===== config.mk =====
export PLATFORM = sky130hd
export DESIGN_NAME = frame_centroid
export DESIGN_NICKNAME = d
export VERILOG_FILES = /design/src/rtl/frame_centroid.sv
export SDC_FILE = /design/constraint.sdc
export NUM_CORES = 1
export LEC_CHECK = 0
export CAP_MARGIN = 20
export CORE_ASPECT_RATIO = 0.75
export CORE_MARGIN = 2
export CORE_UTILIZATION = 45
export CTS_BUF_LIST = sky130_fd_sc_hd__clkbuf_4 sky130_fd_sc_hd__clkbuf_8
export CTS_CLUSTER_DIAMETER = 80
export DETAILED_ROUTE_END_ITERATION = 8
export GPL_TIMING_DRIVEN = 0
export PLACE_DENSITY = 0.69
export REMOVE_ABC_BUFFERS = 1
export SLEW_MARGIN = 20
export SYNTH_ARGS = -nofsm -noshare
export SYNTH_HDL_FRONTEND = slang
export SYNTH_SLANG_ARGS = --single-unit

===== constraint.sdc =====
create_clock -name CLK -period 2.4 [get_ports CLK]
set_input_delay 0.48 -clock CLK [delete_from_list [all_inputs] [get_ports CLK]]
set_output_delay 0.48 -clock CLK [all_outputs]
set_load 0.01 [all_outputs]

===== src/rtl/frame_centroid.sv =====
// Per-frame centroid of foreground pixels in a 2**W x 2**W binarized raster stream.
// Optional build macro CENTROID_SMOOTH_EN averages each new centroid with the previous one.
module frame_centroid #(
    parameter int W       = 6,
    parameter int MIN_CNT = 16
) (
    input  logic         CLK,
    input  logic         RST,
    input  logic [W-1:0] i_x,
    input  logic [W-1:0] i_y,
    input  logic         i_fg,
    input  logic         i_en,
    output logic [W-1:0] o_cx,
    output logic [W-1:0] o_cy,
    output logic         o_valid,
    output logic         o_lost,
    output logic         o_overrun
);

    localparam int SW  = 3 * W;
    localparam int CW  = 2 * W + 1;
    localparam int RW  = CW + 1;
    localparam int SCW = $clog2(SW);

    typedef enum logic [1:0] {IDLE, DIV, DONE} state_t;

    state_t          state_reg, state_next;
    logic            fe_reg;
    logic [CW-1:0]   cnt_reg;
    logic [CW-1:0]   div_reg;
    logic [SCW-1:0]  step_reg;
    logic [SW-1:0]   sum_reg [2];
    logic [SW-1:0]   dq_reg  [2];
    logic [CW-1:0]   rem_reg [2];
    logic [W-1:0]    coord   [2];
    logic [W-1:0]    quot    [2];

    logic pix_fg, frame_end, cnt_ok;
    logic load_div, div_step, report_lost, report_done, drop_frame;

    assign coord[0]  = i_x;
    assign coord[1]  = i_y;
    assign pix_fg    = i_en & i_fg;
    assign frame_end = i_en & (&i_x) & (&i_y);
    // A zero count must never reach the divider, even if MIN_CNT is configured to 0.
    assign cnt_ok    = (cnt_reg >= CW'(MIN_CNT)) && (cnt_reg != '0);

    always_ff @(posedge CLK) begin
        if (!RST) begin
            state_reg <= IDLE;
        end else begin
            state_reg <= state_next;
        end
    end

    always_comb begin
        state_next = state_reg;
        case (state_reg)
            IDLE:    if (fe_reg && cnt_ok) state_next = DIV;
            DIV:     if (step_reg == SCW'(SW - 1)) state_next = DONE;
            DONE:    state_next = IDLE;
            default: state_next = IDLE;
        endcase
    end

    always_comb begin
        load_div    = 1'b0;
        div_step    = 1'b0;
        report_lost = 1'b0;
        report_done = 1'b0;
        drop_frame  = 1'b0;
        case (state_reg)
            IDLE: begin
                load_div    = fe_reg & cnt_ok;
                report_lost = fe_reg & ~cnt_ok;
            end
            DIV: begin
                div_step   = 1'b1;
                drop_frame = fe_reg;
            end
            DONE: begin
                report_done = 1'b1;
                drop_frame  = fe_reg;
            end
            default: ;
        endcase
    end

    // fe_reg marks the cycle after the frame-end pixel: the accumulators then hold the
    // complete frame, are handed to the divider, and restart with the current pixel.
    always_ff @(posedge CLK) begin
        if (!RST) begin
            fe_reg   <= 1'b0;
            cnt_reg  <= '0;
            div_reg  <= '0;
            step_reg <= '0;
        end else begin
            fe_reg <= frame_end;
            if (fe_reg) begin
                cnt_reg <= CW'(pix_fg);
            end else if (pix_fg) begin
                cnt_reg <= cnt_reg + 1'b1;
            end
            if (load_div) begin
                div_reg  <= cnt_reg;
                step_reg <= '0;
            end else if (div_step) begin
                step_reg <= step_reg + 1'b1;
            end
        end
    end

    generate
        for (genvar gi = 0; gi < 2; gi++) begin : g_axis
            logic [RW-1:0] shifted;
            logic [CW-1:0] diff;
            logic          q_bit;

            // Restoring division: dq_reg shifts the dividend out and the quotient in.
            assign shifted = {rem_reg[gi], dq_reg[gi][SW-1]};
            assign q_bit   = shifted >= {1'b0, div_reg};
            assign diff    = shifted[CW-1:0] - div_reg;
            assign quot[gi] = dq_reg[gi][W-1:0];

            always_ff @(posedge CLK) begin
                if (!RST) begin
                    sum_reg[gi] <= '0;
                    dq_reg[gi]  <= '0;
                    rem_reg[gi] <= '0;
                end else begin
                    if (fe_reg) begin
                        sum_reg[gi] <= pix_fg ? SW'(coord[gi]) : '0;
                    end else if (pix_fg) begin
                        sum_reg[gi] <= sum_reg[gi] + SW'(coord[gi]);
                    end
                    if (load_div) begin
                        dq_reg[gi]  <= sum_reg[gi];
                        rem_reg[gi] <= '0;
                    end else if (div_step) begin
                        rem_reg[gi] <= q_bit ? diff : shifted[CW-1:0];
                        dq_reg[gi]  <= {dq_reg[gi][SW-2:0], q_bit};
                    end
                end
            end
        end
    endgenerate

`ifdef CENTROID_SMOOTH_EN
    logic [W:0] sm_x, sm_y;
    assign sm_x = {1'b0, o_cx} + {1'b0, quot[0]};
    assign sm_y = {1'b0, o_cy} + {1'b0, quot[1]};
`endif

    always_ff @(posedge CLK) begin
        if (!RST) begin
            o_cx      <= {1'b1, {(W-1){1'b0}}};
            o_cy      <= {1'b1, {(W-1){1'b0}}};
            o_valid   <= 1'b0;
            o_lost    <= 1'b0;
            o_overrun <= 1'b0;
        end else begin
            o_valid <= report_done;
            o_lost  <= report_lost;
            if (drop_frame) begin
                o_overrun <= 1'b1;
            end
            if (report_done) begin
`ifdef CENTROID_SMOOTH_EN
                o_cx <= sm_x[W:1];
                o_cy <= sm_y[W:1];
`else
                o_cx <= quot[0];
                o_cy <= quot[1];
`endif
            end
        end
    end

endmodule


# Word level (Yosys, flattened, before mapping)
# Memory sizes are Yosys's and may differ from the RTL's.
# Cells that the tools add are included.
[classes] addsub=6 magnitude_cmp=3 eq_ne=5 mux=40 bitwise_logic=19 n_reduce_logical=12
[ops] op="2-to-1 mux 18 bit" n=8
[ops] op="2-to-1 mux 13 bit" n=6
[ops] op="adder 18 x 6 -> 18 bit" n=2
[ops] op=">= comparator 14 x 13 -> 1 bit" n=2
[ops] op="subtractor 13 bit" n=2
[ops] op="2-to-1 mux 1 bit" n=21
[ops] op="adder 13 x 1 -> 13 bit (second input constant)" n=1
[ops] op=">= comparator 13 x 5 -> 1 bit (second input constant)" n=1
[ops] op="nonzero test 13 bit" n=1
[ops] op="2-to-1 mux 6 bit" n=2
[ops] op="OR 1 bit" n=12
[ops] op="AND reduction 6 bit" n=2
[ops] op="OR reduction 2 bit" n=3
[ops] op="adder 5 x 1 -> 5 bit (second input constant)" n=1
[ops] op="AND 1 bit" n=5
[ops] op="== test 5 bit (second input constant)" n=1
[ops] op="2-to-1 mux 2 bit" n=2
[ops] op="!= test 2 bit (second input constant)" n=2
[ops] op="case mux 2 bit (2 select lines)" n=1
[ops] op="AND reduction 2 bit" n=2
[ops] op="== test 2 x 1 -> 1 bit (second input constant)" n=1
[ops] op="== test 2 bit (second input constant)" n=1
[ops] op="logical AND 1 bit" n=2
[ops] op="zero test 2 bit" n=1
[ops] op="other kinds (2)" n=3
[word_totals] ff_bits=49 ramBits=98 input_bits=16 output_inout_bits=15 n_memories=3
[mem_list] name="dq_reg" depth=2 width=18 rd=2 rd_ports_with_merged_regs=0 write_ports=2 line_no="33" text="logic [SW-1:0] dq_reg [2];"
[mem_list] name="sum_reg" depth=2 width=18 rd=2 rd_ports_with_merged_regs=0 write_ports=2 line_no="32" text="logic [SW-1:0] sum_reg [2];"
[mem_list] name="rem_reg" depth=2 width=13 rd=2 rd_ports_with_merged_regs=0 write_ports=2 line_no="34" text="logic [CW-1:0] rem_reg [2];"

# Longest topological paths before layout
# Gate-level depths: netlist (run 1).
[logic_depth] depth_word=9 mapped_depth=11 depth_no_buf=10

# Least setup slack after synthesis (run 1)
# Ideal clock, no wire load.
[synth_timing] path_type="reg2reg" start="memory dq_reg[1][17] in the netlist's numbering" end="memory rem_reg[1][9] in the netlist's numbering (data pin)" setup_ps=266 arrival_time_ps=2213 t_required_ps=2134 slack_ps=-79 stages_incl_launch_ff=12 n_path_buf=1 period_less_slack_ps=2479 cell_sequence="edfxtp_1 > inv_1 > ha_1 > fa_1 > nor2b_1 > o21bai_1 > nand2_1 > a21oi_1 > o31ai_4 > buf_12 > mux2i_1 > nor2_1"
[synth_rtl] item="start, declared" line_no="33"
[synth_rtl] item="end, declared" line_no="34"

==> flow_summary.ini, run 1 <==
[clocking]
h-tree-depth = 4
clockRootBuffer = clkbuf_8
clock-sinks = 147
cts_buffers = 17
clkTransAtPathRegs_ns = 0.08
cts_buffer_depth = 2
cts_tree = yes
clock_latency_ns = 0.45

[finish]
mostFrequentLayoutCells = edfxtp_1 (98), nor2_1 (94), nand2_1 (51)
final_layout_size_suffix_gt1_frac = 0.166
synthToLayoutAreaGrowth_pct = 19.4
regArea_um2 = 3930
final_nets = 920
multi_input_area_um2 = 4270
final_common_cell = edfxtp_1
utilization = 0.550
nFillCells = 1544
antenna_cells = 0

[yosys]
synth-adder-area-share = 0.0803
synth_top_family_by_area = simple AND/OR/NAND/NOR gates
synth_flop_cell = edfxtp_1
synth.top_cell.area_share = 0.361
yosys_warnings = 0
synthSimpleGateAreaFrac = 0.161
syn_area_um2 = 8160
synth-async-reset-ratio = 0
synth_edf_count = 98
avgSynthCellArea_um2 = 10.2
ys_types = 59
synth_top_area_cell = edfxtp_1
yosysSeqAreaShare = 0.481
syn_inst = 798
ys_seq_elements = 147
muxShareOfSynthArea = 0.0394
synth_xor_area_frac = 0.0601
synth_compound_area_frac = 0.143
synthTopCellsByArea = edfxtp_1 (36%), dfxtp_1 (12%), ha_1 (7.1%), nor2_1 (4.5%), a22o_1 (3.9%)

[detailed_routing]
wl_met1_mm = 9.48
met2_wirelength_mm = 7.73
antenna_left = 0
wl_met3_mm = 1.00
wire_per_inst_um = 16.6
drc = 0
drtIter0Drc = 561
drt_first_pass_iters = 5
viasPerCell = 5.49
vias = 6087
routed_wl_mm = 18.4
highest_layer = met4

[timing]
layout_setup_ws_ns = -0.166
setup_viol = 13
max-slew-margin-rel = 0.286
finalMaxSlewViolations = 0
rsz0062_at_grt = yes
worstMarginPinSlew_ns = 1.07
whs_ns = 0.378
fmax_mhz = 390
clock_skew_ns = 0.00999
timing.final.crit_share = 1.07
tns_ns = -1.32
finalHoldViolations = 0
layout_min_cycle_time_ns = 2.57

[setup_path]
end_kind = flip-flop
critPathTopFamily = compound AO/OA/AOI/OAI gates
r2r_cells = 11
timing.rr.start = dq_reg[0][17]
cp_slowest_stage_delay_ns = 0.38
worstPathRequired_ns = 2.57
crit_fanout = 6
cp_slowest_cell = edfxtp_1
worst-path-buf-inv = 3
worstPathArrival_ns = 2.73
cp_cell_sequence = inv_2 -> ha_4 -> fa_2 -> inv_2 -> a21oi_2 -> o211ai_1 -> o2111ai_2 -> a31oi_4 -> buf_8 -> mux2i_2 -> nor2_1
rr_endpoint = rem_reg[0][6]
crit_top_cell = inv_2
r2r_setup_slack_ns = -0.17
path_class = flip-flop to flip-flop
startpoint_type = flip-flop

[global_routing]
grt_max_degree = 37
grt_first_pass_wirelength_mm = 29.0
grt_pass1_vias = 5547
grt_overflow_total = 0
antenna_found_initial = 0
gr-usage-all-layers = 0.191

[floorplan]
initial_core_util = 0.461
num_rows = 42
io_pins = 31
core-area_um2 = 17700
die_h_um = 121
dieArea_um2 = 19200
fp.dieW_um = 160

[placement]
numPortBuffers = 30
dp_hpwl_mm = 11.8
place_congestion = 0.801

[power_and_ir_drop]
pwr_density_cell_nw_per_um2 = 574
leakagePower_nw = 3.60
peakVddDrop_mv = 0.337

[run]
cap_violations = 0

[status]
status = complete, but fails checks
violations = negative setup slack

[min_path]
min_from = i_x[0]
hp-class = primary input to flip-flop
min_path_cells = 3
hold_path_end = fe_reg
-- stage by stage --
step / power, mW / cells / instance area (µm²) / setup slack, ns
after floorplan: 3.27 / 766 / 8010 / -0.819
after global placement: 3.41 / 1038 / 8620 / -2.83
after detailed placement: 3.43 / 1041 / 8690 / -1.24
after CTS: 5.58 / 1098 / 9500 / -0.115
after global routing: 5.79 / 1109 / 9740 / -0.205
final: 5.59 / 1109 / 9740 / -0.166
-- per-layer routing --
layer / up-vias / track usage
met5: - / 0
met2: 146 / 0.266
met4: 0 / 0.0591
li1: 3006 / -
met3: 21 / 0.0377
met1: 2914 / 0.296
-- area by class of cell --
cell class,count,area share
clock buffer,23,0.0312
clock inverter,9,0.0130
inverter,39,0.0150
multi-input combinational,581,0.438
sequential,147,0.404
tap,242,0.0311
timing repair buffer,68,0.0682
-- worst register-to-register path, cell delays in order, from the launching register on --
cell and delay [ns]:
edfxtp_1 0.38, inv_2 0.06, ha_4 0.16, fa_2 0.36, inv_2 0.07, a21oi_2 0.05, o211ai_1 0.29, o2111ai_2 0.17
a31oi_4 0.28, buf_8 0.18, mux2i_2 0.23, nor2_1 0.06
-- kinds of logic (layout without fill, tap and decap cells) --
logic type	Yosys count	in the layout
AOI/OAI and AO/OA	172	172
xor gates and xnor gates	56	56
adders and majority gates	50	50
buffers and inverters	71	139
DFF	147	147
muxes	32	32
and+or+nand+nor	270	271
-- report_power, final --
group	internal [mW]	switching (mW)	leakage [nW]
Sequential	2.77	0.0650	1.42
Clock	1.16	0.944	0.227
Combinational	0.291	0.356	1.95
Total	4.23	1.37	3.60
-- how the worst max path moves through the flow --
stage | from | endpoint | cells past startpoint
2_1_floorplan | dq_reg[0][17] | rem_reg[0][9] | 10
3_3_place_gp | RST | dq_reg[1][0] | 5
3_5_place_dp | RST | dq_reg[0][4] | 3
4_1_cts | dq_reg[0][17] | rem_reg[0][6] | 11
5_1_grt | dq_reg[0][17] | rem_reg[0][6] | 11
6_report | dq_reg[0][17] | rem_reg[0][6] | 11
-- cells in the mapped netlist (14+ instances only) --
| cell type | instances |
|---|---|
| a21oi_1 | 49 |
| a22o_1 | 36 |
| clkbuf_1 | 22 |
| dfxtp_1 | 49 |
| edfxtp_1 | 98 |
| ha_1 | 46 |
| inv_1 | 39 |
| mux2i_1 | 31 |
| nand2_1 | 53 |
| nand3_1 | 14 |
| nor2_1 | 98 |
| nor2b_1 | 20 |
| nor3_1 | 17 |
| o21ai_0 | 36 |
| xnor2_1 | 34 |
| xor2_1 | 22 |
-- repair_timing --
action / CTS / global route
pin swaps: 16 / 25
gates cloned: 1 / 1
setup buffers: 24 / 11
setup endpoints to repair: 185 / 138
resized for setup: 47 / 41
hold buffers: 0 / 0
Power figures use the tool's default switching activity.
==> inputs of run 2 (changes only) <==
--- a/config.mk
+++ b/config.mk
@@ -13,7 +13,7 @@
 export CTS_CLUSTER_DIAMETER = 80
 export DETAILED_ROUTE_END_ITERATION = 8
 export GPL_TIMING_DRIVEN = 0
-export PLACE_DENSITY = 0.69
+export PLACE_DENSITY = 0.76
 export REMOVE_ABC_BUFFERS = 1
 export SLEW_MARGIN = 20
 export SYNTH_ARGS = -nofsm -noshare
==> run 2 against run 1 <==
  * The run still ends with negative setup slack left
  * Clock power rose by 3%
  * Critical path type unchanged
  * Routed wire length down 0.10%
  * Hold slack improved by 0.021 ns
  * Die area did not move
  * Register-to-register slack better by 0.08 ns
==> flow_summary.ini, run 2 (synthesis results as in run 1) <==
[timing]
layout_min_cycle_time_ns = 2.49
finalHoldViolations = 0
fmax_mhz = 402
max-slew-margin-rel = 0.263
clock_skew_ns = 0.0155
rsz0062_at_grt = yes
finalMaxSlewViolations = 0
timing.final.crit_share = 1.04
layout_setup_ws_ns = -0.0872
whs_ns = 0.399
worstMarginPinSlew_ns = 1.10
setup_viol = 17

[setup_path]
path_class = flip-flop to flip-flop
worstPathArrival_ns = 2.66
worstPathRequired_ns = 2.57
timing.rr.start = dq_reg[0][17]
startpoint_type = flip-flop
startpoint = dq_reg[0][17]
crit_fanout = 8
end_kind = flip-flop
r2r_cells = 11

[power_and_ir_drop]
pwr_density_cell_nw_per_um2 = 582
power_mw = 5.64
leakagePower_nw = 3.56
peakVddDrop_mv = 0.491

[finish]
final_layout_size_suffix_gt1_frac = 0.155
final_nets = 919
layout.cells.non_filler = 1108
mostFrequentLayoutCells = edfxtp_1 (98), nor2_1 (95), nand2_1 (52)
nFillCells = 1488
antenna_cells = 0
synthToLayoutAreaGrowth_pct = 18.8
utilization = 0.548
final_common_cell = edfxtp_1

[clocking]
cts_tree = yes
clock-sinks = 147
h-tree-depth = 4
clockRootBuffer = clkbuf_8
clock_latency_ns = 0.46
ctsHoldBuffers = 0
cts_buffers = 17
cts_buffer_depth = 2
clkTransAtPathRegs_ns = 0.08

[global_routing]
grt_max_degree = 37
grt_first_pass_wirelength_mm = 29.4
antenna_found_initial = 0
grt_overflow_total = 0
gr-usage-all-layers = 0.193
grt_pass1_vias = 5833

[detailed_routing]
drt_first_pass_iters = 5
drtIter0Drc = 479
wire_per_inst_um = 16.6
drc = 0
routed_wl_mm = 18.4
viasPerCell = 5.55
vias = 6154
antenna_left = 0

[floorplan]
initial_core_util = 0.461
fp.dieW_um = 160
dieArea_um2 = 19200
core-area_um2 = 17700
io_pins = 31
die_h_um = 121
num_rows = 42

[min_path]
min_from = i_x[1]
min_path_cells = 3
hp-class = primary input to flip-flop

[placement]
numPortBuffers = 30
place_congestion = 0.805
dp_cells = 1040
dp_hpwl_mm = 11.8

[status]
violations = negative setup slack
status = complete, but fails checks

[run]
cap_violations = 0
## run 2: changes by cell type in the layout (fill, tap and decap cells not counted), moves of 3 or more
cell / previous run / this run
clkbuf_8: 21 / 17
inv_2: 6 / 3
clkinv_2: 3 / 0
ha_2: 5 / 10
inv_6: 0 / 3
a211oi_2: 4 / 7
inv_1: 33 / 36
ha_4: 9 / 3
## run 2: power breakdown
part | switching [mW] | leakage (nW) | internal (mW) | total, mW
combinational | 0.356 | 1.92 | 0.286 | 0.642
clock | 1.01 | 0.217 | 1.16 | 2.16
sequential | 0.0623 | 1.42 | 2.77 | 2.84
## run 2: layout make-up
type	count	area [µm²]	share of cell area
inverters	39	146	0.0151
well taps	242	303	0.0312
multi-input cells	582	4210	0.434
clock buffers	18	241	0.0249
clock inverters	14	200	0.0206
repair buffers	66	672	0.0693
flip-flops and latches	147	3930	0.405
## run 2: what timing repair did
item	4_1_cts	5_1_grt
resized for setup	45	27
endpoints found under the setup margin	184	106
pin swaps	19	14
setup buffers	25	9
gates cloned	1	1
## run 2: worst paths after layout
check / endpoint / slack (ns)
max: rem_reg[0][4] / -0.09
min reg2reg: o_cx[5] / 0.48
min: fe_reg / 0.40
max reg2reg: rem_reg[0][4] / -0.09
## run 2: critical path: stages (launching register included)
cell and delay, ns:
edfxtp_1 0.38, inv_1 0.06, ha_2 0.18, fa_2 0.34, inv_2 0.07, a21oi_4 0.05
o211ai_1 0.25, o2111ai_2 0.19, a31oi_4 0.24, buf_12 0.15, mux2i_2 0.23, nor2_1 0.05
## run 2: routing by layer
layer | share of wire | vias up | track usage
met3 | 0.054 | 22 | 0.0484
met4 | 0.012 | 0 | 0.0534
met1 | 0.49 | 2978 | 0.276
li1 | - | 2995 | -
met2 | 0.44 | 159 | 0.291
met5 | 0 | - | 0
## run 2: metrics by stage
| stage | setup WS [ns] | cell area (µm²) | TNS [ns] |
|---|---|---|---|
| after floorplan | -0.819 | 8010 | -33.11 |
| after global placement | -2.68 | 8620 | -240.61 |
| after detailed placement | -1.13 | 8690 | -172.18 |
| after CTS | -0.0898 | 9530 | -0.694 |
| after global routing | -0.203 | 9700 | -6.75 |
| final | -0.0872 | 9700 | -0.452 |
==> inputs of run 3 (changes only) <==
==> constraint.sdc (replaced) <==
create_clock -name CLK -period 2.4 [get_ports CLK]
set_input_delay 0.24 -clock CLK [delete_from_list [all_inputs] [get_ports CLK]]
set_output_delay 0.24 -clock CLK [all_outputs]
set_load 0.01 [all_outputs]
==> run 3 against run 2 <==
  * The flow still finishes with violations (negative setup slack)
  * Clock skew barely moved
  * Setup slack got worse by 0.020 ns
  * Final cell count stayed put
  * Combinational power about the same
  * Power grew 0.24%
  * Critical path depth is the same
  * First-iteration DRC count down 8.8%
  * Sequential share of layout area decreased by 0.13 points
  * Global-route usage about the same
  * Critical endpoint unchanged
  * Highest routed layer unchanged
==> flow_summary.ini, run 3 (synthesis results as in run 1) <==
[floorplan]
dieArea_um2 = 19200
initial_core_util = 0.461
core-area_um2 = 17700
fp.dieW_um = 160
die_h_um = 121
io_pins = 31
num_rows = 42

[detailed_routing]
drtIter0Drc = 437
routed_wl_mm = 18.5
wire_per_inst_um = 16.7
vias = 6144
drt_first_pass_iters = 4
viasPerCell = 5.55
antenna_left = 0
drc = 0

[min_path]
hp-class = primary input to flip-flop
hold_path_end = o_cy[5]
min_from = RST
min_path_cells = 2

[timing]
setup_viol = 14
worstMarginPinSlew_ns = 1.11
rsz0062_at_grt = yes
clock_skew_ns = 0.0151
max-slew-margin-rel = 0.260
finalHoldViolations = 0
layout_min_cycle_time_ns = 2.51
timing.final.crit_share = 1.04
fmax_mhz = 399
layout_setup_ws_ns = -0.107
finalMaxSlewViolations = 0

[setup_path]
worstPathArrival_ns = 2.68
critPathTopFamily = compound AO/OA/AOI/OAI gates
cp_slowest_cell = edfxtp_1
r2r_setup_slack_ns = -0.11
r2r_cells = 11
worst-path-buf-inv = 3
startpoint_type = flip-flop
end_kind = flip-flop
path_class = flip-flop to flip-flop
cp_cell_sequence = inv_1 -> ha_2 -> fa_2 -> inv_2 -> a21oi_4 -> o211ai_1 -> o2111ai_2 -> a31oi_4 -> buf_12 -> mux2i_2 -> nor2_1
crit_fanout = 8
worstPathRequired_ns = 2.58
rr_endpoint = rem_reg[0][4]
timing.rr.start = dq_reg[0][17]
cp_slowest_stage_delay_ns = 0.38

[clocking]
ctsHoldBuffers = 0
clkTransAtPathRegs_ns = 0.08
cts_tree = yes
h-tree-depth = 4
cts_buffers = 17
clockRootBuffer = clkbuf_8
clock-sinks = 147
cts_buffer_depth = 2
clock_latency_ns = 0.46

[finish]
antenna_cells = 0
synthToLayoutAreaGrowth_pct = 19.2
final_layout_size_suffix_gt1_frac = 0.157
utilization = 0.549
final_common_cell = edfxtp_1
final_nets = 919
mostFrequentLayoutCells = edfxtp_1 (98), nor2_1 (95), nand2_1 (53)

[placement]
numPortBuffers = 30
place_congestion = 0.805
dp_hpwl_mm = 11.8

[global_routing]
gr-usage-all-layers = 0.193
grt_overflow_total = 0
grt_first_pass_wirelength_mm = 29.5
grt_pass1_vias = 5844
antenna_found_initial = 0
grt_max_degree = 37

[power_and_ir_drop]
peakVddDrop_mv = 0.492
leakagePower_nw = 3.55
pwr_density_cell_nw_per_um2 = 581
power_mw = 5.66

[run]
cap_violations = 0

[status]
status = complete, but fails checks
violations = negative setup slack
## run 3: cell type report
type / instances / area [µm²]
Fill cell: 1476 / 7980
Multi-Input combinational cell: 582 / 4240
Sequential cell: 147 / 3930
Timing Repair Buffer: 66 / 668
Tap cell: 242 / 303
Clock buffer: 18 / 241
Clock inverter: 14 / 200
Inverter: 39 / 146
## run 3: worst max path at each step
stage	end	startpoint	cells past startpoint	slack, ns
2_1_floorplan	rem_reg[0][9]	dq_reg[0][17]	10	-0.82
3_3_place_gp	dq_reg[1][0]	RST	5	-2.44
3_5_place_dp	rem_reg[0][10]	RST	3	-0.89
4_1_cts	rem_reg[0][4]	dq_reg[0][17]	11	-0.09
5_1_grt	rem_reg[0][9]	div_reg[1]	9	-0.20
6_report	rem_reg[0][4]	dq_reg[0][17]	11	-0.11
## run 3: power breakdown
part | internal (mW) | switching (mW) | total, mW
Sequential | 2.77 | 0.0634 | 2.84
Clock | 1.16 | 1.01 | 2.17
Combinational | 0.289 | 0.355 | 0.645
Total | 4.22 | 1.43 | 5.66
## run 3: routing by layer
| metal | up-vias | routed length [µm] | track usage |
|---|---|---|---|
| met5 | - | 0 | 0 |
| met4 | 0 | 238 | 0.0534 |
| met3 | 22 | 961 | 0.0484 |
| met2 | 144 | 8140 | 0.291 |
| met1 | 2976 | 9140 | 0.277 |
| li1 | 3002 | - | - |
## run 3: worst register-to-register path: stages (launching register included)
cell and delay [ns]:
edfxtp_1 0.38, inv_1 0.07, ha_2 0.18, fa_2 0.34, inv_2 0.07, a21oi_4 0.05
o211ai_1 0.26, o2111ai_2 0.19, a31oi_4 0.24, buf_12 0.15, mux2i_2 0.23, nor2_1 0.05
## run 3: repair_timing
action                                  CTS  global route
cloned                                    1             1
resized for setup                        40            33
endpoints found under the setup margin  148           126
endpoints found under the hold margin     0             0
pin swaps                                19            18
buffers inserted                         24            10
## run 3: per-stage QoR
stage	hold WS, ns	area [µm²]	cells	setup WS [ns]	setup TNS, ns
3_3_place_gp	0.462	8620	1038	-2.44	-194.90
6_report	0.382	9730	1108	-0.107	-0.592
2_1_floorplan	0.302	8010	766	-0.819	-33.04
4_1_cts	0.365	9480	1097	-0.0898	-0.694
3_5_place_dp	0.462	8690	1040	-0.892	-124.93
5_1_grt	0.410	9730	1108	-0.204	-6.58
